$ cat src/rtl/updown_mod_counter.sv
// WIDTH-bit up/down counter with a programmable modulus (0..MAX), wrap or
// saturate end behaviour, a combinational terminal-count look-ahead, a wrap pulse and a sticky overflow flag.
module updown_mod_counter #(
  parameter int WIDTH     = 4,
  parameter int MAX       = (2**WIDTH) - 1,
  parameter int RESET_VAL = 0
) (
  input  logic             clk,
  input  logic             reset,
  input  logic             en,
  input  logic             up_dn,
  input  logic             sat_mode,
  input  logic             load,
  input  logic [WIDTH-1:0] load_val,
  input  logic             clr_ovf,
  output logic [WIDTH-1:0] count,
  output logic             tc,
  output logic             wrap,
  output logic             ovf
);

  localparam logic [WIDTH-1:0] MAX_V  = WIDTH'(MAX);
  localparam logic [WIDTH-1:0] RST_V  = WIDTH'(RESET_VAL);
  localparam logic [WIDTH-1:0] ZERO_V = WIDTH'(0);
  localparam logic [WIDTH-1:0] ONE_V  = WIDTH'(1);

  logic [WIDTH-1:0] count_r;
  logic             wrap_r;
  logic             ovf_r;

  logic [WIDTH-1:0] next_count_s;
  logic             next_wrap_s;
  logic             ovf_set_s;
  logic             next_ovf_s;
  logic             at_max_s;
  logic             at_zero_s;

  function automatic logic [WIDTH-1:0] clamp_to_max(input logic [WIDTH-1:0] value);
    if (value > MAX_V) begin
      return MAX_V;
    end else begin
      return value;
    end
  endfunction

  assign at_max_s  = (count_r == MAX_V);
  assign at_zero_s = (count_r == ZERO_V);

  // Next-state selection: load beats en beats hold; ends are detected before
  // stepping so the counter never rolls over naturally past MAX.
  always_comb begin
    next_count_s = count_r;
    next_wrap_s  = 1'b0;
    ovf_set_s    = 1'b0;
    if (load) begin
      next_count_s = clamp_to_max(load_val);
    end else if (en) begin
      if (up_dn) begin
        if (at_max_s) begin
          ovf_set_s = 1'b1;
          if (sat_mode) begin
            next_count_s = MAX_V;
          end else begin
            next_count_s = ZERO_V;
            next_wrap_s  = 1'b1;
          end
        end else begin
          next_count_s = count_r + ONE_V;
        end
      end else begin
        if (at_zero_s) begin
          ovf_set_s = 1'b1;
          if (sat_mode) begin
            next_count_s = ZERO_V;
          end else begin
            next_count_s = MAX_V;
            next_wrap_s  = 1'b1;
          end
        end else begin
          next_count_s = count_r - ONE_V;
        end
      end
    end else begin
      next_count_s = count_r;
    end
  end

  // A new end-event outranks a simultaneous clear request.
  always_comb begin
    next_ovf_s = ovf_r;
    if (ovf_set_s) begin
      next_ovf_s = 1'b1;
    end else if (clr_ovf) begin
      next_ovf_s = 1'b0;
    end else begin
      next_ovf_s = ovf_r;
    end
  end

  // State registers with asynchronous active-low reset.
  always_ff @(posedge clk or negedge reset) begin
    if (!reset) begin
      count_r <= RST_V;
      wrap_r  <= 1'b0;
      ovf_r   <= 1'b0;
    end else begin
      count_r <= next_count_s;
      wrap_r  <= next_wrap_s;
      ovf_r   <= next_ovf_s;
    end
  end

  assign count = count_r;
  assign wrap  = wrap_r;
  assign ovf   = ovf_r;
  assign tc    = en & ((up_dn & at_max_s) | (~up_dn & at_zero_s));

endmodule

$ cat config.mk
export PLATFORM = sky130hd
export DESIGN_NAME = updown_mod_counter
export DESIGN_NICKNAME = d
export VERILOG_FILES = /design/src/rtl/updown_mod_counter.sv
export SDC_FILE = /design/constraint.sdc
export NUM_CORES = 1
export LEC_CHECK = 0
export CAP_MARGIN = 20
export CORE_MARGIN = 2
export CORE_UTILIZATION = 37
export CTS_CLUSTER_DIAMETER = 120
export DETAILED_ROUTE_END_ITERATION = 8
export PLACE_DENSITY = 0.67
export SLEW_MARGIN = 5
export SYNTH_ARGS = -nofsm -noshare
export SYNTH_HDL_FRONTEND = slang
export SYNTH_SLANG_ARGS = --single-unit
export TNS_END_PERCENT = 1
$ cat constraint.sdc
create_clock -name clk -period 3.6 [get_ports clk]
set_input_delay 0.72 -clock clk [delete_from_list [all_inputs] [get_ports clk]]
set_output_delay 0.72 -clock clk [all_outputs]
set_load 0.1 [all_outputs]
[Yosys cells after proc, flatten, opt, wreduce, memory -nomap -nowiden]
Index checks and enable logic that the tools add are counted.
Word-level totals
  input bits: 11
  register bits: 6
  word-level logic and storage cells: 36
  output and inout port bits: 7
Cells by class
  equal/unequal tests: 1
  add/sub/neg operators: 2
  reductions and logical operators: 3
  order comparisons: 1
  bitwise logic cells: 5
  mux-type cells: 21
Operators with widths (count)
  $mux W4: 8
  $mux W1: 13
  $add A4 B1 Y4 const B: 1
  $eq A4 B4 Y1 const B: 1
  $gt A4 B4 Y1 const B: 1
  $logic_not A4 Y1: 1
  $reduce_bool A2 Y1: 2
  $sub A4 B1 Y4 const B: 1
  $and A1 B1 Y1: 3
  $not A1 Y1: 1
  $or A1 B1 Y1: 1

[Longest topological paths before layout]
Gate-level depths: netlist of run 1.
  word-level depth: 6
  depth in mapped cells: 6
  mapped depth without buffers: 6

[Least setup slack after synthesis of run 1]
OpenSTA, ideal clock, no wires.
  kind: register to output
  start: reg count_r[1], in the netlist count[1]
  end: out tc
  arrival time: 3.062 ns
  setup slack: -0.182 ns
  stages on the path, launching flop included: 5
  buffers on the path: 0
  data required time: 2.880 ns
  cell sequence: dfrtp_1 -> ha_1 -> and4_4 -> a31oi_2 -> nor2b_1
On the way
  longest elaborated chain between the ends: 4
  elaborated cells on any way between the ends: 6
  classes of those cells: eq/ne: 1; bitwise: 4; reduce/logical: 1
Ends and longest elaborated chain
  start, declared: RTL line 27  | logic [WIDTH-1:0] count_r;
  start signal, assigned: RTL line 107  | count_r <= next_count_s;
  $eq A4 B4 Y1 or $logic_not A4 Y1 (tied branches): RTL line 46, 47
  $and A1 B1 Y1: RTL line 116  | assign tc = en & ((up_dn & at_max_s) | (~up_dn & at_zero_s));
  $or A1 B1 Y1 (*): RTL line 116
  $and A1 B1 Y1 (*): RTL line 116
  end, declared: RTL line 17  | output logic tc,
Every way passes the cells marked *; elsewhere a longest branch is shown, timed or not.

[Final worst setup path of run 1]
  start: in up_dn
  end: out tc
On the way
  longest elaborated chain between the ends: 4
  elaborated cells on any way between the ends: 5
  classes of those cells: bitwise: 5
Ends and longest elaborated chain
  start, declared: RTL line 11  | input logic up_dn,
  $not A1 Y1: RTL line 116
  $and A1 B1 Y1: RTL line 116
  $or A1 B1 Y1 (*): RTL line 116
  $and A1 B1 Y1 (*): RTL line 116
Marks and branches as above.

==> results.txt, run 1 <==
----------------------------------------------------
[Final layout]
  Layout area overhead ... 34.6%
  Final design area excluding fillers ... 706 µm²
  Cell Count, Final, Fillers Out ... 91
  Layout cells sized above 1 ... 0.197
  FILL cells ... 122
  Total number of nets in the final design ... 91
  Antenna cell count ... 0

[Logic synthesis]
  Post-Synthesis Mean Instance Area ... 8.74 µm²
  Flip-flop cell with the highest count after synthesis ... sky130_fd_sc_hd__dfrtp_1
  YS warnings ... 0
  Number of enable flip-flop cells after synthesis ... 0
  Syn Nets ... 73
  Number of instances in the synthesized netlist ... 60
  Async S/R FF share, synth ... 1.00
  Yosys top cell area share ... 0.286
  Number of distinct library cell variants in the gate-level netlist after synthesis ... 34
  Commonest cells in the synthesized netlist ... sky130_fd_sc_hd__dfrtp_1, sky130_fd_sc_hd__nor2_1, sky130_fd_sc_hd__inv_1, sky130_fd_sc_hd__nor3_1, sky130_fd_sc_hd__nand2_1
  Largest cells by area after synthesis ... sky130_fd_sc_hd__dfrtp_1, sky130_fd_sc_hd__ha_1, sky130_fd_sc_hd__buf_6, sky130_fd_sc_hd__nor2_1, sky130_fd_sc_hd__mux2i_1
  Library cell occupying the most area in the post-synthesis netlist ... sky130_fd_sc_hd__dfrtp_1
  Post-synthesis instance area ... 524 µm²
  Sequential-to-total area share from yosys stat ... 0.286
  Count of state elements after synthesis ... 6

[Floorplan]
  Die Footprint ... 0.00173 mm²
  Width of the chip ... 41.6 µm
  FP Rows ... 13
  Core Region ... 0.00132 mm²
  IO Count ... 18
  Die height ... 41.6 µm
  Effective utilization at floorplan ... 0.398

[Power]
  Overall Power ... 0.277 mW
  Static Leakage ... 0.285 nW
  VDD IR-drop max ... 0.215 mV
  Power per Cell Area ... 393 mW/mm²

[Clock tree]
  Total setup buffers inserted after CTS ... 0
  Total CTS buffers ... 3
  Hold-fix buffers at CTS ... 0
  Clock insertion delay at the later pin of the skew report ... 250 ps
  Root buffer cell ... sky130_fd_sc_hd__clkbuf_4
  Clock tree from TritonCTS ... done
  Maximum clock insertion buffer count ... 2
  Count of instances resized after the clock tree is built ... 0
  Number of clock sinks ... 6
  Clock slew seen by the registers of the worst setup and hold paths ... 40 ps
  CTS H-Tree Depth ... 1

[STA]
  # setup viols final ... 0
  Post-Route Skew ... 0.871 ps
  Final-report hold violation count ... 0
  Setup repair after global routing missed its margin ... no
  Sum of negative setup slack ... 0 ps
  Count of final max-slew check failures ... 0
  Relative slew margins ... 0.358
  Post-route clock period utilization ... 0.800
  Period minus WS final ... 2880 ps
  Maximum operating frequency ... 347 MHz
  Transition time at the pin with the least slew margin ... 960 ps
  Tightest hold margin ... 532 ps

[Drt]
  Remaining antenna violation count ... 0
  Routed wire length ... 1200 µm
  Detailed-route vias per instance ... 5.57
  DR iter-0 viols ... 14
  Routed length per placed instance ... 13.2 µm
  Via count of the routed design ... 507
  Drt pass-1 iters ... 4
  Count of unresolved DRC violations after routing ... 0

[Placement]
  Number of cells after detailed placement ... 88
  Input/output buffers ... 17
  HPWL after detailed placement ... 876 µm
  Placement-stage cell area ... 683 µm²
  GPL Wtd Cong ... 0.835

[Global routing]
  Number of global-route vias before repair ... 459
  Global Route Usage Sum ... 0.161
  Maximum number of pins on one net before global-route repair ... 14
  Antenna violations before repair ... 0
  GRT Residual Overflow ... 0
  Global-route wire length before repair ... 2100 µm

[Setup path]
  Crit-path cells ... clkdlybuf4s50_1 > and4_4 > a31oi_2 > nor2b_2 > buf_12
  Buffers plus inverters on the worst setup path ... 2
  Cell family with the largest share of critical-path delay ... buffers and inverters
  Worst Setup SP ... up_dn
  CP endpoint kind ... primary output
  Reg2reg end ... count[3]$_DFFE_PN0P_
  CP arrival ... 2160 ps
  Reg2reg start ... count[0]$_DFFE_PN0P_
  Highest fanout seen on the critical path ... 10
  Critical path data required time ... 2880 ps
  Category of the most critical setup path ... in2out
  Type of element launching the critical path ... input pin
  Slowest cell on the critical path ... sky130_fd_sc_hd__clkdlybuf4s50_1
  Setup slack on the worst flop-to-flop path ... 1860 ps
  Worst path max stage delay ... 590 ps
  Number of cell instances on the worst register-to-register path ... 6

[Status]
  Status ... complete, no violations

[Min path]
  Min-Delay Endpoint ... ovf$_DFFE_PN0P_
  Type of the most critical hold path ... reg2reg
  Hold depth ... 2
  Start point of the worst min-delay path ... ovf$_DFFE_PN0P_

[Flow run]
  Max-Cap Viols ... 0

----------------------------------------------------
final cells by class:
type | count | area (µm²) | area share
clock buffer | 3 | 22.5 | 0.0319
inverter | 5 | 18.8 | 0.0266
multi-input combinational | 45 | 323 | 0.457
sequential | 6 | 150 | 0.213
tap | 15 | 18.8 | 0.0266
timing repair buffer | 17 | 173 | 0.245
cells by family after synthesis:
kind of cell,count (synthesis),share of synthesized area
and+or+nand+nor,24,0.265
muxes,2,0.0382
DFF,6,0.286
adders and majority gates,2,0.0477
buffers and inverters,9,0.103
AOI/OAI and AO/OA,17,0.260
registers in the layout (all words and copies together), names as in the netlist:
name   cells
wrap       1
ovf        1
count      4
per-layer routing:
| layer | share of wire | track usage | wire [µm] |
|---|---|---|---|
| met5 | 0 | 0 | 0 |
| met4 | 0.018 | 0.0968 | 21 |
| met3 | 0.062 | 0.0696 | 74 |
| met2 | 0.46 | 0.231 | 549 |
| met1 | 0.46 | 0.197 | 555 |
power by group:
group          switching [mW]  internal, mW
Clock                  0.0250        0.0377
Sequential             0.0155        0.0735
Combinational          0.0819        0.0438
layout by cell type, fill, tap and decap left out, types with 2 or more instances in the layout:
cell type,netlist,routed
sky130_fd_sc_hd__clkdlybuf4s50_1,0,13
sky130_fd_sc_hd__nor2_1,6,6
sky130_fd_sc_hd__dfrtp_1,6,6
sky130_fd_sc_hd__inv_1,4,4
sky130_fd_sc_hd__nor3_1,4,4
sky130_fd_sc_hd__nand2_1,3,3
sky130_fd_sc_hd__clkbuf_4,0,3
sky130_fd_sc_hd__buf_4,1,3
sky130_fd_sc_hd__a21oi_1,2,2
sky130_fd_sc_hd__mux2i_1,2,2
sky130_fd_sc_hd__o21ai_1,2,2
sky130_fd_sc_hd__a22o_1,2,2
sky130_fd_sc_hd__nand3_1,2,2
sky130_fd_sc_hd__ha_1,2,2
tightest hold or removal path, stage by stage (launching register included):
cell and delay, ps:
sky130_fd_sc_hd__dfrtp_1 370, sky130_fd_sc_hd__inv_1 50, sky130_fd_sc_hd__o22ai_1 70
how the worst max path moves through the flow:
stage | to | slack [ps] | cells after the start
4_1_cts | tc | 730 | 5
6_report | tc | 720 | 5
3_3_place_gp | tc | 760 | 5
2_1_floorplan | tc | 340 | 4
5_1_grt | tc | 650 | 5
3_5_place_dp | tc | 730 | 5
through the flow:
stage               utilization  worst slack, ps
floorplan                     -              344
global placement          0.519              756
detailed placement        0.519              725
CTS                       0.536              731
global route              0.536              647
finish                    0.536              718
Power figures use the tool's default switching activity.
==> run 2: changes to the inputs <==
- clock period: 3.6 -> 2.8 ns (I/O delays scaled with it)
==> run 2 against run 1 <==
Effect of this change:
- global-route usage increased by 0.11 points
- worst setup slack lost 310 ps
- sequential share of layout area is 0.15 points lower
- largest cell class unchanged
- count of clock-buffer cells in the layout is the same
- highest routed layer unchanged
- clock skew rose by 7.4 ps
- critical path type is now reg2out
==> results.txt, run 2 (synthesized netlist as in run 1, its figures left out) <==
----------------------------------------------------
[Status]
  Status ... complete, no violations

[Floorplan]
  Effective utilization at floorplan ... 0.398 (unchanged)
  Die height ... 41.6 µm (unchanged)
  IO Count ... 18 (unchanged)
  FP Rows ... 13 (unchanged)
  Width of the chip ... 41.6 µm (unchanged)
  Die Footprint ... 0.00173 mm² (unchanged)
  Core Region ... 0.00132 mm² (unchanged)

[Final layout]
  Final design area excluding fillers ... 711 µm² (+0.71%)
  Most common cell after layout, fill and taps aside ... sky130_fd_sc_hd__clkdlybuf4s50_1
  Layout area overhead ... 35.6%
  FILL cells ... 130 (+6.6%)
  Flip-flop count of the largest register after layout ... 4 (unchanged)
  Layout cells sized above 1 ... 0.247 (+0.0494)
  Util after Layout ... 0.539 (+0.00380)
  Antenna cell count ... 0 (unchanged)
  Total number of nets in the final design ... 92 (+1.1%)
  Top library cells by usage in the layout, fill and taps aside ... sky130_fd_sc_hd__clkdlybuf4s50_1, sky130_fd_sc_hd__buf_4, sky130_fd_sc_hd__nor2_1, sky130_fd_sc_hd__dfrtp_1

[Setup path]
  Slowest cell on the critical path ... sky130_fd_sc_hd__dfrtp_1
  Category of the most critical setup path ... reg2out
  Highest fanout seen on the critical path ... 8 (-2)
  Number of cell instances on the worst register-to-register path ... 6 (unchanged)
  Reg2reg start ... count[0]$_DFFE_PN0P_
  Reg2reg end ... count[3]$_DFFE_PN0P_
  Crit-path cells ... ha_1 > and4_4 > a31oi_2 > nor2b_4 > buf_12
  CP endpoint kind ... primary output
  Setup slack on the worst flop-to-flop path ... 980 ps (-880 ps)
  Buffers plus inverters on the worst setup path ... 1 (-1)
  Critical path data required time ... 2240 ps (-640 ps)
  Type of element launching the critical path ... register
  Cell family with the largest share of critical-path delay ... flip-flops
  CP arrival ... 1830 ps (-330 ps)
  Worst path max stage delay ... 470 ps (-120 ps)
  Crit path depth ... 5 (unchanged)

[Power]
  Logic pwr share ... 0.462 (+0.009)
  Power share of the clock group ... 0.217 (-0.009)
  Net switching component of the power ... 0.156 mW (+27%)
  Static Leakage ... 0.299 nW (+4.7%)
  Net Sw Frac ... 0.438 (-0.00317)
  Power per Cell Area ... 500 mW/mm² (+27%)
  VDD IR-drop max ... 0.176 mV (-18%)
  Flop pwr share ... 0.321 (about the same)
  Internal power contribution ... 0.200 mW (+29%)

[STA]
  Count of final max-slew check failures ... 0 (unchanged)
  Final-report hold violation count ... 0 (unchanged)
  Post-route clock period utilization ... 0.852
  Transition time at the pin with the least slew margin ... 432 ps (-528 ps)
  Tightest hold margin ... 535 ps (+3.03 ps)
  Setup repair after global routing missed its margin ... no
  Maximum operating frequency ... 419 MHz
  Period minus WS final ... 2390 ps
  Worst setup margin ... 413 ps (-305 ps)
  Post-Route Skew ... 8.31 ps (+7.44 ps)
  Sum of negative setup slack ... 0 ps (unchanged)
  Relative slew margins ... 0.711 (+0.353)
  # setup viols final ... 0 (unchanged)

[Clock tree]
  Root buffer cell ... sky130_fd_sc_hd__clkbuf_4
  Clock slew seen by the registers of the worst setup and hold paths ... 40 ps (about the same)
  Clock insertion delay at the later pin of the skew report ... 240 ps (about the same)
  Number of clock sinks ... 6 (unchanged)
  CTS H-Tree Depth ... 1 (unchanged)
  Count of instances resized after the clock tree is built ... 0 (unchanged)
  Hold-fix buffers at CTS ... 0 (unchanged)
  Maximum clock insertion buffer count ... 2 (unchanged)
  Total setup buffers inserted after CTS ... 0 (unchanged)
  Total CTS buffers ... 3 (unchanged)
  Clock tree from TritonCTS ... done

[Drt]
  Drt pass-1 iters ... 4 (unchanged)
  Count of unresolved DRC violations after routing ... 0 (unchanged)
  Remaining antenna violation count ... 0 (unchanged)
  Detailed-route vias per instance ... 5.60 (+0.47%)
  Routed length per placed instance ... 13.1 µm (-0.76%)
  Routed wire length ... 1200 µm (+0.33%)
  DR iter-0 viols ... 9 (-5)
  Via count of the routed design ... 515 (+1.6%)

[Placement]
  Input/output buffers ... 17 (unchanged)
  Placement-stage cell area ... 688 µm² (+0.73%)
  HPWL after detailed placement ... 945 µm (+7.9%)
  GPL Wtd Cong ... 0.803 (-3.8%)
  Minimum setup slack after placement ... 440 ps (-285 ps)

[Min path]
  Min-Delay Endpoint ... ovf$_DFFE_PN0P_
  Start point of the worst min-delay path ... ovf$_DFFE_PN0P_
  Hold depth ... 2 (unchanged)
  Type of the most critical hold path ... reg2reg

[Global routing]
  Antenna violations before repair ... 0 (unchanged)
  GRT Residual Overflow ... 0 (unchanged)
  Number of global-route vias before repair ... 509 (+11%)
  Global Route Usage Sum ... 0.162 (+0.00105)
  Maximum number of pins on one net before global-route repair ... 14 (unchanged)
  Global-route wire length before repair ... 2170 µm (+2.9%)

[Flow run]
  Max-Cap Viols ... 0 (unchanged)

----------------------------------------------------
==> run 2: cell count changes in the layout (fill, tap and decap cells not counted) <==
cell                              before  now
sky130_fd_sc_hd__buf_4                 3    7
sky130_fd_sc_hd__clkdlybuf4s50_1      13   10
sky130_fd_sc_hd__nor2b_2               1    0
sky130_fd_sc_hd__nor2b_4               0    1
==> run 2: per-stage QoR <==
stage | total power [mW] | std cells
after floorplan | 0.238 | 60
after global placement | 0.278 | 89
after detailed placement | 0.280 | 89
after CTS | 0.357 | 92
after global routing | 0.377 | 92
final | 0.355 | 92
==> run 2: how the worst max path moves through the flow <==
stage                                    start  endpoint  slack, ps
after floorplan           count[1]$_DFFE_PN0P_        tc          2
after global placement                   up_dn        tc        450
after detailed placement                 up_dn        tc        440
after CTS                 count[1]$_DFFE_PN0P_        tc        420
after global routing      count[1]$_DFFE_PN0P_        tc        300
final                     count[1]$_DFFE_PN0P_        tc        410
==> run 2: cell type report <==
| cell class | instances | area (µm²) | share of cell area |
|---|---|---|---|
| flip-flops and latches | 6 | 150 | 0.211 |
| repair buffers | 18 | 173 | 0.243 |
| inverters | 5 | 18.8 | 0.0264 |
| well taps | 15 | 18.8 | 0.0264 |
| multi-input cells | 45 | 328 | 0.461 |
| clock buffers | 3 | 22.5 | 0.0317 |
==> run 2: power by group through the flow <==
stage,Sequential [mW],Clock [mW],Combinational (mW)
2_1_floorplan,0.161,0,0.0764
6_report,0.114,0.0770,0.164
5_1_grt,0.117,0.0839,0.176
3_5_place_dp,0.115,0,0.164
3_3_place_gp,0.115,0,0.163
4_1_cts,0.114,0.0787,0.165
==> run 2: routing by layer <==
layer | GRT usage | part of all wire | vias up
li1 | - | - | 257
met1 | 0.216 | 0.45 | 241
met2 | 0.253 | 0.49 | 15
met3 | 0.0130 | 0.039 | 2
met4 | 0.0968 | 0.013 | 0
met5 | 0 | 0 | -
==> run 2: tightest hold or removal path, cell delays in order (launching register included) <==
cell and delay (ps):
sky130_fd_sc_hd__dfrtp_1 360, sky130_fd_sc_hd__inv_1 60, sky130_fd_sc_hd__o22ai_1 70
==> run 3: changes to the inputs <==
- CAP_MARGIN: 20 -> default
- CORE_AREA: default -> 2 2 39 41
- CORE_MARGIN: 2 -> default
- CORE_UTILIZATION: 37 -> default
- DIE_AREA: default -> 0 0 41 43
- PLACE_DENSITY: 0.67 -> 0.71
==> run 3 against run 2 <==
Effect of this change:
- critical path depth unchanged
- wire length down 4.3%
- clock power up 2%
- utilization down 2.5 points
- global-route usage down 0.12 points
- cell count up 1.1%
- count of clock-buffer cells in the layout unchanged
- worst setup slack better by 38 ps
- first-iteration DRC count up 67%
- maximum frequency up 1.6%
- largest power group unchanged
==> results.txt, run 3 (synthesized netlist as in run 1, its figures left out) <==
----------------------------------------------------
[Global routing]
  Number of global-route vias before repair ... 440 (-14%)
  Global Route Usage Sum ... 0.161 (-0.00119)
  Global-route wire length before repair ... 1990 µm (-8.3%)
  Maximum number of pins on one net before global-route repair ... 14 (unchanged)
  Antenna violations before repair ... 0 (unchanged)
  GRT Residual Overflow ... 0 (unchanged)

[Placement]
  HPWL after detailed placement ... 904 µm (-4.3%)
  Input/output buffers ... 17 (unchanged)
  GPL Wtd Cong ... 0.895 (+11%)

[Floorplan]
  Die Footprint ... 0.00176 mm² (+1.7%)
  Die height ... 43 µm (+3.3%)
  Effective utilization at floorplan ... 0.379 (-0.0191)
  IO Count ... 18 (unchanged)
  Core Region ... 0.00138 mm² (+5.0%)
  FP Rows ... 14 (+1)
  Width of the chip ... 41 µm (-1.5%)

[Min path]
  Start point of the worst min-delay path ... ovf$_DFFE_PN0P_
  Type of the most critical hold path ... reg2reg
  Hold depth ... 2 (unchanged)

[Setup path]
  Critical path data required time ... 2240 ps (about the same)
  Highest fanout seen on the critical path ... 4 (-4)
  CP arrival ... 1790 ps (-40 ps)
  Reg2reg start ... count[0]$_DFFE_PN0P_
  Worst Setup SP ... up_dn
  Category of the most critical setup path ... in2out
  Crit-path cells ... clkdlybuf4s50_1 > and4_4 > a31oi_2 > nor2b_4 > buf_12
  CP endpoint kind ... primary output
  Slowest cell on the critical path ... sky130_fd_sc_hd__clkdlybuf4s50_1
  Worst path max stage delay ... 440 ps (-30 ps)
  Number of cell instances on the worst register-to-register path ... 6 (unchanged)
  Type of element launching the critical path ... input pin

[Final layout]
  Most common cell after layout, fill and taps aside ... sky130_fd_sc_hd__clkdlybuf4s50_1
  Layout cells sized above 1 ... 0.247 (unchanged)
  Total number of nets in the final design ... 92 (unchanged)
  FILL cells ... 129 (-0.77%)
  Antenna cell count ... 0 (unchanged)
  Register cell area after layout ... 150 µm² (unchanged)
  Top library cells by usage in the layout, fill and taps aside ... sky130_fd_sc_hd__clkdlybuf4s50_1, sky130_fd_sc_hd__buf_4, sky130_fd_sc_hd__nor2_1, sky130_fd_sc_hd__dfrtp_1
  Area of the multi-input gates ... 328 µm² (unchanged)
  Layout area overhead ... 35.8%
  Flip-flop count of the largest register after layout ... 4 (unchanged)

[STA]
  Transition time at the pin with the least slew margin ... 386 ps (-45.8 ps)
  Post-route clock period utilization ... 0.839 (-0.0134)
  Period minus WS final ... 2350 ps (-37.5 ps)
  Final-report hold violation count ... 0 (unchanged)
  Relative slew margins ... 0.742 (+0.0313)
  # setup viols final ... 0 (unchanged)
  Count of final max-slew check failures ... 0 (unchanged)
  Post-Route Skew ... 5.05 ps (-3.26 ps)
  Maximum operating frequency ... 426 MHz (+1.6%)
  Setup repair after global routing missed its margin ... no
  Sum of negative setup slack ... 0 ps (unchanged)
  Tightest hold margin ... 528 ps (-6.75 ps)

[Drt]
  Routed wire length ... 1150 µm (-4.3%)
  Routed length per placed instance ... 12.4 µm (-5.3%)
  Drt pass-1 iters ... 4 (unchanged)
  Remaining antenna violation count ... 0 (unchanged)
  Via count of the routed design ... 517 (+0.39%)
  Count of unresolved DRC violations after routing ... 0 (unchanged)
  DR iter-0 viols ... 15 (+6)
  Detailed-route vias per instance ... 5.56 (-0.69%)

[Clock tree]
  CTS H-Tree Depth ... 1 (unchanged)
  Maximum clock insertion buffer count ... 2 (unchanged)
  Number of clock sinks ... 6 (unchanged)
  Root buffer cell ... sky130_fd_sc_hd__clkbuf_4
  Total setup buffers inserted after CTS ... 0 (unchanged)
  Clock tree from TritonCTS ... done
  Clock slew seen by the registers of the worst setup and hold paths ... 40 ps (about the same)
  Count of instances resized after the clock tree is built ... 0 (unchanged)
  Total CTS buffers ... 3 (unchanged)
  Hold-fix buffers at CTS ... 0 (unchanged)
  Clock insertion delay at the later pin of the skew report ... 240 ps (about the same)

[Flow run]
  Max-Cap Viols ... 0 (unchanged)

[Power]
  Overall Power ... 0.354 mW (-0.43%)
  Static Leakage ... 0.299 nW (unchanged)
  VDD IR-drop max ... 0.156 mV (-11%)
  Power per Cell Area ... 497 mW/mm² (-0.60%)

[Status]
  Status ... complete, no violations

----------------------------------------------------
-- run 3: cell counts in the layout (fill, tap and decap cells not counted) --
No cell type changed its count.
-- run 3: per-stage QoR --
stage | utilization | worst slack, ps | instance area, µm² | std cells
after CTS | 0.514 | 441 | 712 | 93
after floorplan | - | 1.68 | 532 | 60
after global placement | 0.498 | 462 | 689 | 90
after global routing | 0.514 | 351 | 712 | 93
final | 0.514 | 451 | 712 | 93
after detailed placement | 0.498 | 451 | 689 | 90
-- run 3: cell type report --
class                   instances  area share
clock buffers                   3      0.0316
multi-input cells              45       0.460
repair buffers                 18       0.243
flip-flops and latches          6       0.211
well taps                      16      0.0281
inverters                       5      0.0264
-- run 3: per-layer routing --
metal / track usage / part of all wire / vias to the layer above
met5: 0 / 0 / -
met4: 0.0800 / 0 / 0
met3: 0.0157 / 0.073 / 0
met2: 0.225 / 0.50 / 18
met1: 0.235 / 0.42 / 241
li1: - / - / 258
-- run 3: worst max-delay path, delay by kind of cell --
family,cells,cell delay (ps)
buffers and inverters,2,610
AOI/OAI and AO/OA,1,320
and+or+nand+nor,2,300
-- run 3: where the power goes --
group | leakage [nW] | internal [mW] | switching, mW
sequential | 0.0757 | 0.0944 | 0.0192
combinational | 0.209 | 0.0569 | 0.105
clock | 0.0138 | 0.0484 | 0.0298
total | 0.299 | 0.200 | 0.154
-- run 3: final timing paths --
path / end / slack (ps)
min: ovf$_DFFE_PN0P_ / 530
max: tc / 450
max in group asynchronous: wrap$_DFF_PN0_ / 2030
max reg2reg: count[3]$_DFFE_PN0P_ / 1120
min in group asynchronous: count[3]$_DFFE_PN0P_ / 550
min reg2reg: ovf$_DFFE_PN0P_ / 530
